File: config.mk
export PLATFORM = sky130hd
export DESIGN_NAME = ss_display_flat
export DESIGN_NICKNAME = d
export VERILOG_FILES = /design/src/rtl/ss_display_if.sv /design/src/rtl/ss_display.sv /design/src/flat_wrapper.sv
export SDC_FILE = /design/constraint.sdc
export NUM_CORES = 1
export LEC_CHECK = 0
export BUFFER_PORTS_ARGS = -buffer_cell sky130_fd_sc_hd__buf_2
export CORE_MARGIN = 2
export CORE_UTILIZATION = 49
export CTS_CLUSTER_SIZE = 14
export DETAILED_ROUTE_END_ITERATION = 7
export PLACE_DENSITY_LB_ADDON = 0.08
export RECOVER_POWER = 50
export SYNTH_ARGS = -nofsm -noshare
export SYNTH_HDL_FRONTEND = slang
export SYNTH_SLANG_ARGS = --single-unit
File: constraint.sdc
create_clock -name clk -period 1.7 [get_ports clk]
set_input_delay 0.085 -clock clk [delete_from_list [all_inputs] [get_ports clk]]
set_output_delay 0.085 -clock clk [all_outputs]
set_load 0.02 [all_outputs]
File: src/rtl/ss_display_if.sv
// Bundle between a seconds source and the two-digit seven-segment driver.
// The source side drives the BCD value, its strobe and the display modes; the driver returns seg/an/err.
interface ss_display_if;
    logic [7:0] ss_in;
    logic       ss_valid;
    logic       blank_lz;
    logic       blink_en;
    logic [6:0] seg;
    logic [1:0] an;
    logic       err;

    modport master (
        output ss_in, ss_valid, blank_lz, blink_en,
        input  seg, an, err
    );

    modport slave (
        input  ss_in, ss_valid, blank_lz, blink_en,
        output seg, an, err
    );
endinterface

File: src/rtl/ss_display.sv
// Two-digit multiplexed seven-segment driver for a BCD seconds value, with leading-zero blanking and blink.
// Latency: strobe -> shadow -> seg (two edges); no backpressure, ss_valid is accepted on every cycle.
module ss_display #(
    parameter int SCAN_DIV  = 4,
    parameter int BLINK_DIV = 8
) (
    input  logic        clk,
    input  logic        reset_n,
    ss_display_if.slave bus
);
    localparam int SW = (SCAN_DIV  > 2) ? $clog2(SCAN_DIV)  : 1;
    localparam int BW = (BLINK_DIV > 2) ? $clog2(BLINK_DIV) : 1;
    localparam logic [SW-1:0] SCAN_LAST  = SW'(SCAN_DIV - 1);
    localparam logic [BW-1:0] BLINK_LAST = BW'(BLINK_DIV - 1);

    typedef enum logic {UNITS = 1'b0, TENS = 1'b1} digit_t;

    logic [SW-1:0] scan_cnt;
    logic [BW-1:0] blink_cnt;
    digit_t        sel;
    logic          phase;
    logic [7:0]    shadow;
    logic          err_q;
    logic [6:0]    seg_q;
    logic [1:0]    an_q;
    logic [6:0]    seg_nxt;
    logic [3:0]    digit;
    logic          in_ok;

    function automatic logic [6:0] decode(input logic [3:0] d);
        case (d)
            4'd0:    decode = 7'h3F;
            4'd1:    decode = 7'h06;
            4'd2:    decode = 7'h5B;
            4'd3:    decode = 7'h4F;
            4'd4:    decode = 7'h66;
            4'd5:    decode = 7'h6D;
            4'd6:    decode = 7'h7D;
            4'd7:    decode = 7'h07;
            4'd8:    decode = 7'h7F;
            4'd9:    decode = 7'h6F;
            default: decode = 7'h00;
        endcase
    endfunction

    assign in_ok = (bus.ss_in[7:4] <= 4'd5) && (bus.ss_in[3:0] <= 4'd9);
    assign digit = (sel == TENS) ? shadow[7:4] : shadow[3:0];

    // Blink beats error beats blanking; err shows "E" on both digits.
    always_comb begin
        seg_nxt = decode(digit);
        if (bus.blink_en && phase) begin
            seg_nxt = 7'h00;
        end else if (err_q) begin
            seg_nxt = 7'h79;
        end else if (bus.blank_lz && (sel == TENS) && (shadow[7:4] == 4'd0)) begin
            seg_nxt = 7'h00;
        end
    end

    always_ff @(posedge clk or negedge reset_n) begin
        if (!reset_n) begin
            scan_cnt  <= '0;
            blink_cnt <= '0;
            sel       <= UNITS;
            phase     <= 1'b0;
            shadow    <= 8'h00;
            err_q     <= 1'b0;
            seg_q     <= 7'h00;
            an_q      <= 2'b00;
        end else begin
            if (scan_cnt == SCAN_LAST) begin
                scan_cnt <= '0;
                sel      <= (sel == UNITS) ? TENS : UNITS;
            end else begin
                scan_cnt <= scan_cnt + SW'(1);
            end

            if (blink_cnt == BLINK_LAST) begin
                blink_cnt <= '0;
                phase     <= ~phase;
            end else begin
                blink_cnt <= blink_cnt + BW'(1);
            end

            // A rejected value keeps the last good time on the shadow.
            if (bus.ss_valid) begin
                if (in_ok) begin
                    shadow <= bus.ss_in;
                    err_q  <= 1'b0;
                end else begin
                    err_q  <= 1'b1;
                end
            end

            an_q  <= (sel == TENS) ? 2'b10 : 2'b01;
            seg_q <= seg_nxt;
        end
    end

    assign bus.seg = seg_q;
    assign bus.an  = an_q;
    assign bus.err = err_q;
endmodule

File: src/flat_wrapper.sv
// flat-port wrapper written by rule: the top's interface ports become plain ports
module ss_display_flat 
#(
    parameter int SCAN_DIV  = 4,
    parameter int BLINK_DIV = 8
)
  (clk, reset_n, bus_ss_in, bus_ss_valid, bus_blank_lz, bus_blink_en, bus_seg, bus_an, bus_err);
  ss_display_if bus_i ();
  input  logic clk;
  input  logic reset_n;
  input wire logic [$bits(bus_i.ss_in)-1:0] bus_ss_in;
  input wire logic [$bits(bus_i.ss_valid)-1:0] bus_ss_valid;
  input wire logic [$bits(bus_i.blank_lz)-1:0] bus_blank_lz;
  input wire logic [$bits(bus_i.blink_en)-1:0] bus_blink_en;
  output wire logic [$bits(bus_i.seg)-1:0] bus_seg;
  output wire logic [$bits(bus_i.an)-1:0] bus_an;
  output wire logic [$bits(bus_i.err)-1:0] bus_err;
  assign bus_i.ss_in = bus_ss_in;
  assign bus_i.ss_valid = bus_ss_valid;
  assign bus_i.blank_lz = bus_blank_lz;
  assign bus_i.blink_en = bus_blink_en;
  assign bus_seg = bus_i.seg;
  assign bus_an = bus_i.an;
  assign bus_err = bus_i.err;
  ss_display #(.SCAN_DIV(SCAN_DIV), .BLINK_DIV(BLINK_DIV)) u_core (.clk(clk), .reset_n(reset_n), .bus(bus_i));
endmodule
==> impl_metrics.ini, run 1 <==
[final_layout]
nNetsFinal = 169
drive_above_1_share_pct = 34.01
areaGrowthSynthToFinish_pct = 26.45
diodes = 0
final_cell_mix = dfrtp_1 (24), buf_2 (22), nor2_1 (7), a31oi_1 (7), ha_1 (7)
layout_commonest_cell = dfrtp_1
multi_input_area_um2 = 694.4
fillers = 204
final_cells = 177
seqCellArea_um2 = 626.9

[power_and_ir_drop]
p_clk_share_pct = 17.8
cellLeakagePower_nw = 0.7225
power_frac_seq_pct = 51.2
ir_worst_vdd_uv = 571.8
comb_power_share_pct = 30.9
p_int_mw = 0.9716
swShare_pct = 32.83
pwr_density_cell_nw_per_um2 = 899.0
switching_power_mw = 0.4749

[placed_design]
pre_cts_ws_ns = -0.03746
gp_congestion = 0.8167
dp.cells = 167
dp.final_hpwl_mm = 2.036
io_buffers = 22

[drt]
via_count = 981
wl_per_cell_um = 15.58
route.detailed.drc = 0
drtIter0Drc = 23
ant_nets = 0
routed_via_density = 5.542
routed_wirelength_mm = 2.758
firstDrtPassIters = 4

[synth]
ys_seq_area_share_pct = 49.16
syn-num-nets = 134
ys_ff_latch = 25
netlist_area_um2 = 1272
synth.yosys.warnings = 0
synth_cell_types = 35
synth.avg_cell_area_um2 = 11.26
synthCells = 113

[global_route]
grtUsageTotal_pct = 21.00
overflow = 0
grt_pass1_wl_mm = 4.464
grt_max_degree = 26
grt_pass1_vias = 932
antenna_found_initial = 0

[setup_path]
slowest_delay_ns = 0.46
critPathArrivalTime_ns = 1.91
r2r_cells = 6
r2r_end = u_core.bus.seg[5]
r2r_start = u_core.sel
critPathTopFamily = flip-flops
critPathMaxFanout = 4
ff2ff_setup_slack_ns = 0.03
path_cells = mux2i_4 -> inv_2 -> ha_4 -> nor4b_4 -> a311oi_2 -> a31oi_1
startpoint_type = flop
cp_num_buf_inv = 1
cp.required_ns = 1.94
crit_slowest_cell = dfrtp_2
crit_type = reg2reg
end_kind = flop

[timing]
finalSetupViolations = 0
finClkSkew_ns = 0.01108
fmax_ghz = 0.5988
finalHoldViolations = 0
worstMarginPinSlew_ns = 0.5577
fin_crit_sh_pct = 98.23
hold_ws_ns = 0.01545
fin_crit_ns = 1.670
relSlewSlack_pct = 62.82
rsz0062_at_grt = yes
drv_slew = 0
postLayoutSetupSlackWorst_ns = 0.03013

[flow_run]
max-cap-violations = 0

[clocking]
clk_latency_ns = 0.31
clock-sinks = 25
path_clk_slew_ns = 0.13
htreeDepth = 1
cts_buffers = 3
cts_buffer_depth = 2
cts_tree = built
root_buffer = clkbuf_4

[floorplanning]
core_um2 = 2477
initial_core_util_pct = 51.36
dieArea_um2 = 3021
io_pins = 23
rows = 18
fp.dieW_um = 54.96
die_h_um = 54.96

[worst_hold_path]
hp-class = in2reg
min_to = u_core.shadow[6]
hold_depth = 2
hold_start = bus_ss_in[6]

[run_status]
status = finished, final reports clean
-- Yosys cell counts --
cell type / instances / area share, %
a211o_1: 1 / 0.69
a211oi_1: 1 / 0.59
a21boi_1: 1 / 0.59
a21oi_1: 3 / 1.2
a22oi_1: 2 / 1.2
a311oi_1: 1 / 0.69
a31oi_1: 7 / 3.4
and2_1: 3 / 1.5
and2b_1: 2 / 1.2
and3b_1: 1 / 0.69
buf_2: 2 / 0.79
clkbuf_1: 1 / 0.29
dfrtp_1: 25 / 49
ha_1: 8 / 7.9
inv_1: 5 / 1.5
mux2_1: 1 / 0.88
mux2_2: 5 / 4.4
mux2i_1: 2 / 1.6
nand2_1: 4 / 1.2
nand2b_1: 3 / 1.5
nand3_1: 1 / 0.39
nor2_1: 7 / 2.1
nor2b_1: 5 / 2.5
nor3b_1: 1 / 0.59
nor4b_1: 1 / 0.69
nor4bb_1: 1 / 0.79
o211ai_2: 1 / 0.98
o21a_1: 1 / 0.59
o21ai_0: 6 / 2.4
o21ai_1: 2 / 0.79
o21bai_1: 1 / 0.59
o311ai_0: 2 / 1.4
o31ai_4: 1 / 1.7
or4b_4: 1 / 1.1
xor2_1: 4 / 2.8
-- cell families (layout without fill, tap and decap cells) --
group,count (synthesis),in the layout,share of synthesized area [%]
AOI/OAI and AO/OA,30,30,16.72
and+or+nand+nor,30,30,14.06
muxes,8,8,6.883
buffers and inverters,8,42,2.556
adders and majority gates,8,8,7.867
DFF,25,25,49.16
xor gates and xnor gates,4,4,2.753
-- area by class of cell --
class	instances	area share (%)
inverter	5	1.166
multi-input combinational	80	43.16
sequential	25	38.96
tap	30	2.333
timing repair buffer	33	12.75
clock buffer	4	1.633
-- power groups by stage --
stage	clock [mW]	combinational (mW)	sequential [mW]
after detailed placement	0	0.387	0.740
after CTS	0.272	0.404	0.730
after floorplan	0	0.228	0.751
final	0.258	0.448	0.741
after global placement	0	0.382	0.736
after global routing	0.301	0.489	0.754
-- per-stage QoR --
stage | power, mW | utilization, % | cell area (µm²) | TNS (ns)
finish | 1.447 | 64.95 | 1609 | 0
global route | 1.544 | 64.95 | 1609 | -0.07602
CTS | 1.405 | 62.58 | 1550 | 0
detailed placement | 1.127 | 58.94 | 1460 | -0.03746
global placement | 1.118 | 58.94 | 1460 | 0
floorplan | 0.9789 | - | 1291 | -0.004391
-- registers in the layout (all words and copies together) (netlist names) --
name / count
u_core.blink_cnt: 3
u_core.scan_cnt: 2
u_core.bus.seg: 7
u_core.sel: 1
u_core.shadow: 8
u_core.bus.an: 2
u_core.phase: 1
u_core.bus.err: 1
-- how the worst max path moves through the flow --
stage | from | endpoint | slack [ns] | cells after the start
after floorplan | u_core.sel | u_core.bus.seg[4] | -0.004 | 7
after global placement | u_core.sel | u_core.bus.seg[5] | 0.01 | 6
after detailed placement | u_core.sel | u_core.bus.seg[5] | -0.04 | 6
after CTS | u_core.sel | u_core.bus.seg[5] | 0.006 | 6
after global routing | u_core.sel | u_core.bus.seg[2] | -0.05 | 6
final | u_core.sel | u_core.bus.seg[5] | 0.03 | 6
-- metal layers --
layer / vias to the layer above / share of wire, % / wire, µm / GRT usage, %
li1: 471 / - / - / -
met1: 477 / 46 / 1273 / 28.52
met2: 27 / 49 / 1353 / 35.32
met3: 6 / 3.5 / 96 / 2.688
met4: 0 / 1.2 / 34 / 5.691
met5: - / 0 / 0 / 0
-- what timing repair did --
item                       4_1_cts  5_1_grt
pin swaps                        0        7
hold buffers                     5        0
setup endpoints to repair        2        3
buffers inserted                 0        1
hold endpoints to repair        29        0
resized for setup                3       11
Power figures use the tool's default switching activity.
==> run 2, diff against run 1 <==
--- a/config.mk
+++ b/config.mk
@@ -11,7 +11,7 @@
 export CTS_CLUSTER_SIZE = 14
 export DETAILED_ROUTE_END_ITERATION = 7
 export PLACE_DENSITY_LB_ADDON = 0.08
-export RECOVER_POWER = 50
+export RECOVER_POWER = 100
 export SYNTH_ARGS = -nofsm -noshare
 export SYNTH_HDL_FRONTEND = slang
 export SYNTH_SLANG_ARGS = --single-unit
==> impl_metrics.ini, run 2 (synthesized netlist as in run 1, its figures left out) <==
[run_status]
status = finished, final reports clean

[setup_path]
r2r_end = u_core.bus.seg[5]
crit_type = reg2reg
path_cells = mux2i_4 -> inv_2 -> ha_4 -> nor4b_4 -> a311oi_2 -> a31oi_1
cp.required_ns = 1.94
critPathTopFamily = flip-flops
r2r_cells = 6
startpoint_type = flop
end_kind = flop
r2r_start = u_core.sel
crit_slowest_cell = dfrtp_2
critPathArrivalTime_ns = 1.91
worst-path-stages = 6
cp_num_buf_inv = 1
slowest_delay_ns = 0.46
ff2ff_setup_slack_ns = 0.03
critPathMaxFanout = 4

[timing]
fin_crit_sh_pct = 98.22
rsz0062_at_grt = yes
finClkSkew_ns = 0.01095
finalSetupViolations = 0
worstMarginPinSlew_ns = 0.6782
hold_ws_ns = 0.01705
finalHoldViolations = 0
fin_crit_ns = 1.670
fmax_ghz = 0.5989
drv_slew = 0
relSlewSlack_pct = 54.59

[placed_design]
io_buffers = 22
dp.cells = 167
gp_congestion = 0.8167
dp.final_hpwl_mm = 2.036

[power_and_ir_drop]
pwr_density_cell_nw_per_um2 = 904.8
ir_worst_vdd_uv = 570.7
cellLeakagePower_nw = 0.6940

[final_layout]
final_cell_mix = dfrtp_1 (24), clkbuf_1 (12), buf_2 (11)
top_register = u_core.shadow
diodes = 0
largest_reg_flops = 8
drive_above_1_share_pct = 25.85
areaGrowthSynthToFinish_pct = 24.98
nNetsFinal = 169
final_cells = 177
layout_commonest_cell = dfrtp_1

[floorplanning]
rows = 18
io_pins = 23
initial_core_util_pct = 51.36
dieArea_um2 = 3021
core_um2 = 2477
die_h_um = 54.96
fp.dieW_um = 54.96

[clocking]
clock-sinks = 25
root_buffer = clkbuf_4
cts_buffer_depth = 2
clk_latency_ns = 0.31
cts_buffers = 3
cts_tree = built
htreeDepth = 1
path_clk_slew_ns = 0.13

[drt]
wl_per_cell_um = 15.62
routed_wirelength_mm = 2.765
ant_nets = 0
via_count = 983
route.detailed.drc = 0
drtIter0Drc = 18
routed_via_density = 5.554
firstDrtPassIters = 4

[global_route]
grtUsageTotal_pct = 21.00
grt_busiest_layer = met2
grtUsageMet3_pct = 2.688
grt_max_degree = 26
grt_use_met1_pct = 28.52
antenna_found_initial = 0
overflow = 0
grtUsageMet2_pct = 35.32
grt_pass1_vias = 932
grt_pass1_wl_mm = 4.464

[worst_hold_path]
hold_start = bus_ss_in[6]
min_to = u_core.shadow[6]
hp-class = in2reg
hold_depth = 2

[flow_run]
max-cap-violations = 0
-- run 2: cell count changes in the layout (fill, tap and decap cells not counted) --
cell	before	now
and2_0	0	1
o211ai_2	1	0
clkbuf_1	1	12
and2_1	3	2
o211ai_1	0	1
buf_2	22	11
-- run 2: metrics by stage --
step	setup TNS, ns	setup slack [ns]	total power [mW]	utilization, %	cell area [µm²]
CTS	0	0.006070	1.405	62.58	1550
detailed placement	-0.03746	-0.03746	1.127	58.94	1460
finish	0	0.03034	1.439	64.19	1590
global route	-0.07602	-0.04525	1.536	64.19	1590
floorplan	-0.004391	-0.004391	0.9789	-	1291
global placement	0	0.01430	1.118	58.94	1460
-- run 2: how the worst max path moves through the flow --
stage               startpoint                end  slack, ns
floorplan           u_core.sel  u_core.bus.seg[4]     -0.004
global placement    u_core.sel  u_core.bus.seg[5]       0.01
detailed placement  u_core.sel  u_core.bus.seg[5]      -0.04
CTS                 u_core.sel  u_core.bus.seg[5]      0.006
global route        u_core.sel  u_core.bus.seg[2]      -0.05
finish              u_core.sel  u_core.bus.seg[5]       0.03
-- run 2: layer usage --
layer  wire length, µm  share of wire (%)  up-vias
met5                 0                  0        -
met4                34                1.2        0
met3                98                3.5        6
met2              1346                 49       27
met1              1285                 46      477
li1                  -                  -      473
-- run 2: cell type report --
class                      instances  area (µm²)
fill                             210       887.1
multi-input combinational         80       689.4
sequential                        25       626.9
timing repair buffer              33       191.4
tap                               30       37.54
clock buffer                       4       26.28
inverter                           5       18.77
-- run 2: where the power goes --
part	internal, mW	total, mW	switching (mW)
sequential	0.654	0.742	0.0883
combinational	0.218	0.439	0.221
clock	0.0916	0.257	0.166
-- run 2: repair_timing --
| action | CTS | global route |
|---|---|---|
| hold buffers | 5 | 0 |
| setup buffers | 0 | 1 |
| pin swaps | 0 | 7 |
| endpoints found under the setup margin | 2 | 3 |
| hold endpoints to repair | 29 | 0 |
| gates resized for setup | 3 | 11 |
==> run 3, diff against run 2 <==
--- a/config.mk
+++ b/config.mk
@@ -7,7 +7,7 @@
 export LEC_CHECK = 0
 export BUFFER_PORTS_ARGS = -buffer_cell sky130_fd_sc_hd__buf_2
 export CORE_MARGIN = 2
-export CORE_UTILIZATION = 49
+export CORE_UTILIZATION = 54
 export CTS_CLUSTER_SIZE = 14
 export DETAILED_ROUTE_END_ITERATION = 7
 export PLACE_DENSITY_LB_ADDON = 0.08
==> constraint.sdc (replaced) <==
create_clock -name clk -period 1.75 [get_ports clk]
set_input_delay 0.0875 -clock clk [delete_from_list [all_inputs] [get_ports clk]]
set_output_delay 0.0875 -clock clk [all_outputs]
set_load 0.02 [all_outputs]
==> impl_metrics.ini, run 3 (synthesized netlist as in run 1, its figures left out) <==
[floorplanning]
dieArea_um2 = 2761
io_pins = 23
die_h_um = 52.55
initial_core_util_pct = 57.52
rows = 17
fp.dieW_um = 52.55
core_um2 = 2212

[final_layout]
final_cell_mix = dfrtp_1 (23), buf_2 (22), nor2_1 (7), a31oi_1 (7), ha_1 (7)
top_register = u_core.shadow
largest_reg_flops = 8
final_area_um2 = 1568
areaGrowthSynthToFinish_pct = 23.21
nNetsFinal = 169
layout_commonest_cell = dfrtp_1
drive_above_1_share_pct = 31.97
diodes = 0
fin_util_pct = 70.87

[setup_path]
cp.required_ns = 1.93
crit_end = u_core.bus.seg[2]
r2r_start = u_core.sel
r2r_end = u_core.bus.seg[2]
critPathArrivalTime_ns = 1.91
end_kind = flop
crit_type = reg2reg
ff2ff_setup_slack_ns = 0.02
critical_path.startpoint = u_core.sel
startpoint_type = flop
r2r_cells = 6
critPathMaxFanout = 4

[clocking]
clk_latency_ns = 0.31
htreeDepth = 1
root_buffer = clkbuf_4
clock-sinks = 25
cts_tree = built
path_clk_slew_ns = 0.13
cts_buffers = 3
cts_buffer_depth = 2

[timing]
fmax_ghz = 0.5787
finClkSkew_ns = 0.003973
fin_crit_sh_pct = 98.75
postLayoutSetupSlackWorst_ns = 0.02184
finalSetupViolations = 0
drv_slew = 0
worstMarginPinSlew_ns = 0.5675
fin_crit_ns = 1.728
relSlewSlack_pct = 62.17
rsz0062_at_grt = yes
finalHoldViolations = 0

[power_and_ir_drop]
p_int_mw = 0.9335
power_frac_seq_pct = 51.8
switching_power_mw = 0.4597
pwr_density_cell_nw_per_um2 = 888.6
p_total_mw = 1.393
p_clk_share_pct = 18.0
comb_power_share_pct = 30.2
swShare_pct = 32.99
ir_worst_vdd_uv = 576.4
cellLeakagePower_nw = 0.7187

[global_route]
grtUsageTotal_pct = 22.82
antenna_found_initial = 0
overflow = 0
grt_pass1_vias = 946
grt_pass1_wl_mm = 4.554
grt_max_degree = 26

[placed_design]
placed_area_um2 = 1438
gp_congestion = 0.8213
io_buffers = 22
dp.final_hpwl_mm = 1.959
pre_cts_ws_ns = 0.007638

[worst_hold_path]
hp-class = in2reg

[drt]
firstDrtPassIters = 4
routed_wirelength_mm = 2.891
drtIter0Drc = 16
route.detailed.drc = 0
via_count = 997
routed_via_density = 5.697
ant_nets = 0
wl_per_cell_um = 16.52

[run_status]
status = finished, final reports clean

[flow_run]
max-cap-violations = 0
==> run 3: changes by cell type in the layout (fill, tap and decap cells not counted), sizes merged <==
cell	previous run	this run
clkbuf	15	4
buf	17	28
==> run 3: power by group through the flow <==
stage                     logic, mW  clock network [mW]  registers (mW)
after global placement        0.349                   0           0.717
after CTS                     0.377               0.259           0.707
after global routing          0.461               0.280           0.729
after detailed placement      0.363                   0           0.716
final                         0.420               0.251           0.722
after floorplan               0.216                   0           0.725
==> run 3: worst max-delay path, stage by stage, from the launching register on <==
cell	delay (ns)
dfrtp_2	0.47
mux2i_4	0.30
buf_4	0.15
ha_1	0.16
inv_1	0.07
o311ai_0	0.32
a21oi_1	0.13
==> run 3: cell type report <==
cell class | count | area [µm²]
well taps | 28 | 35.03
inverters | 5 | 18.77
multi-input cells | 80 | 654.4
flip-flops and latches | 25 | 628.1
fillers | 167 | 644.4
clock buffers | 4 | 26.28
repair buffers | 33 | 205.2
==> run 3: through the flow <==
step	hold slack [ns]	setup TNS, ns	instances
finish	0.01842	0	175
global route	0.01580	-0.07169	175
CTS	0.01038	0	173
detailed placement	0.1063	0	164
global placement	0.09723	0	164
floorplan	-0.2081	0	113
==> run 3: per-layer routing <==
layer | track usage (%) | vias up | wire length, µm
li1 | - | 475 | -
met1 | 28.75 | 488 | 1202
met2 | 40.83 | 32 | 1545
met3 | 3.429 | 2 | 125
met4 | 5.128 | 0 | 17
met5 | 0 | - | 0
==> run 3: what timing repair did <==
item	CTS	global route
gates resized for setup	1	9
buffers inserted	0	2
pin swaps	0	3
endpoints found under the hold margin	29	0
hold buffers	5	0
setup endpoints to repair	3	6
==> run 3: how the worst min path moves through the flow <==
stage	startpoint	to	slack [ns]	cells past startpoint
floorplan	reset_n	u_core.blink_cnt[0]	-0.21	0
global placement	reset_n	u_core.blink_cnt[0]	0.1	1
detailed placement	reset_n	u_core.blink_cnt[0]	0.11	1
CTS	bus_ss_in[6]	u_core.shadow[6]	0.01	2
global route	bus_ss_in[1]	u_core.shadow[1]	0.02	2
finish	bus_ss_in[1]	u_core.shadow[1]	0.02	2
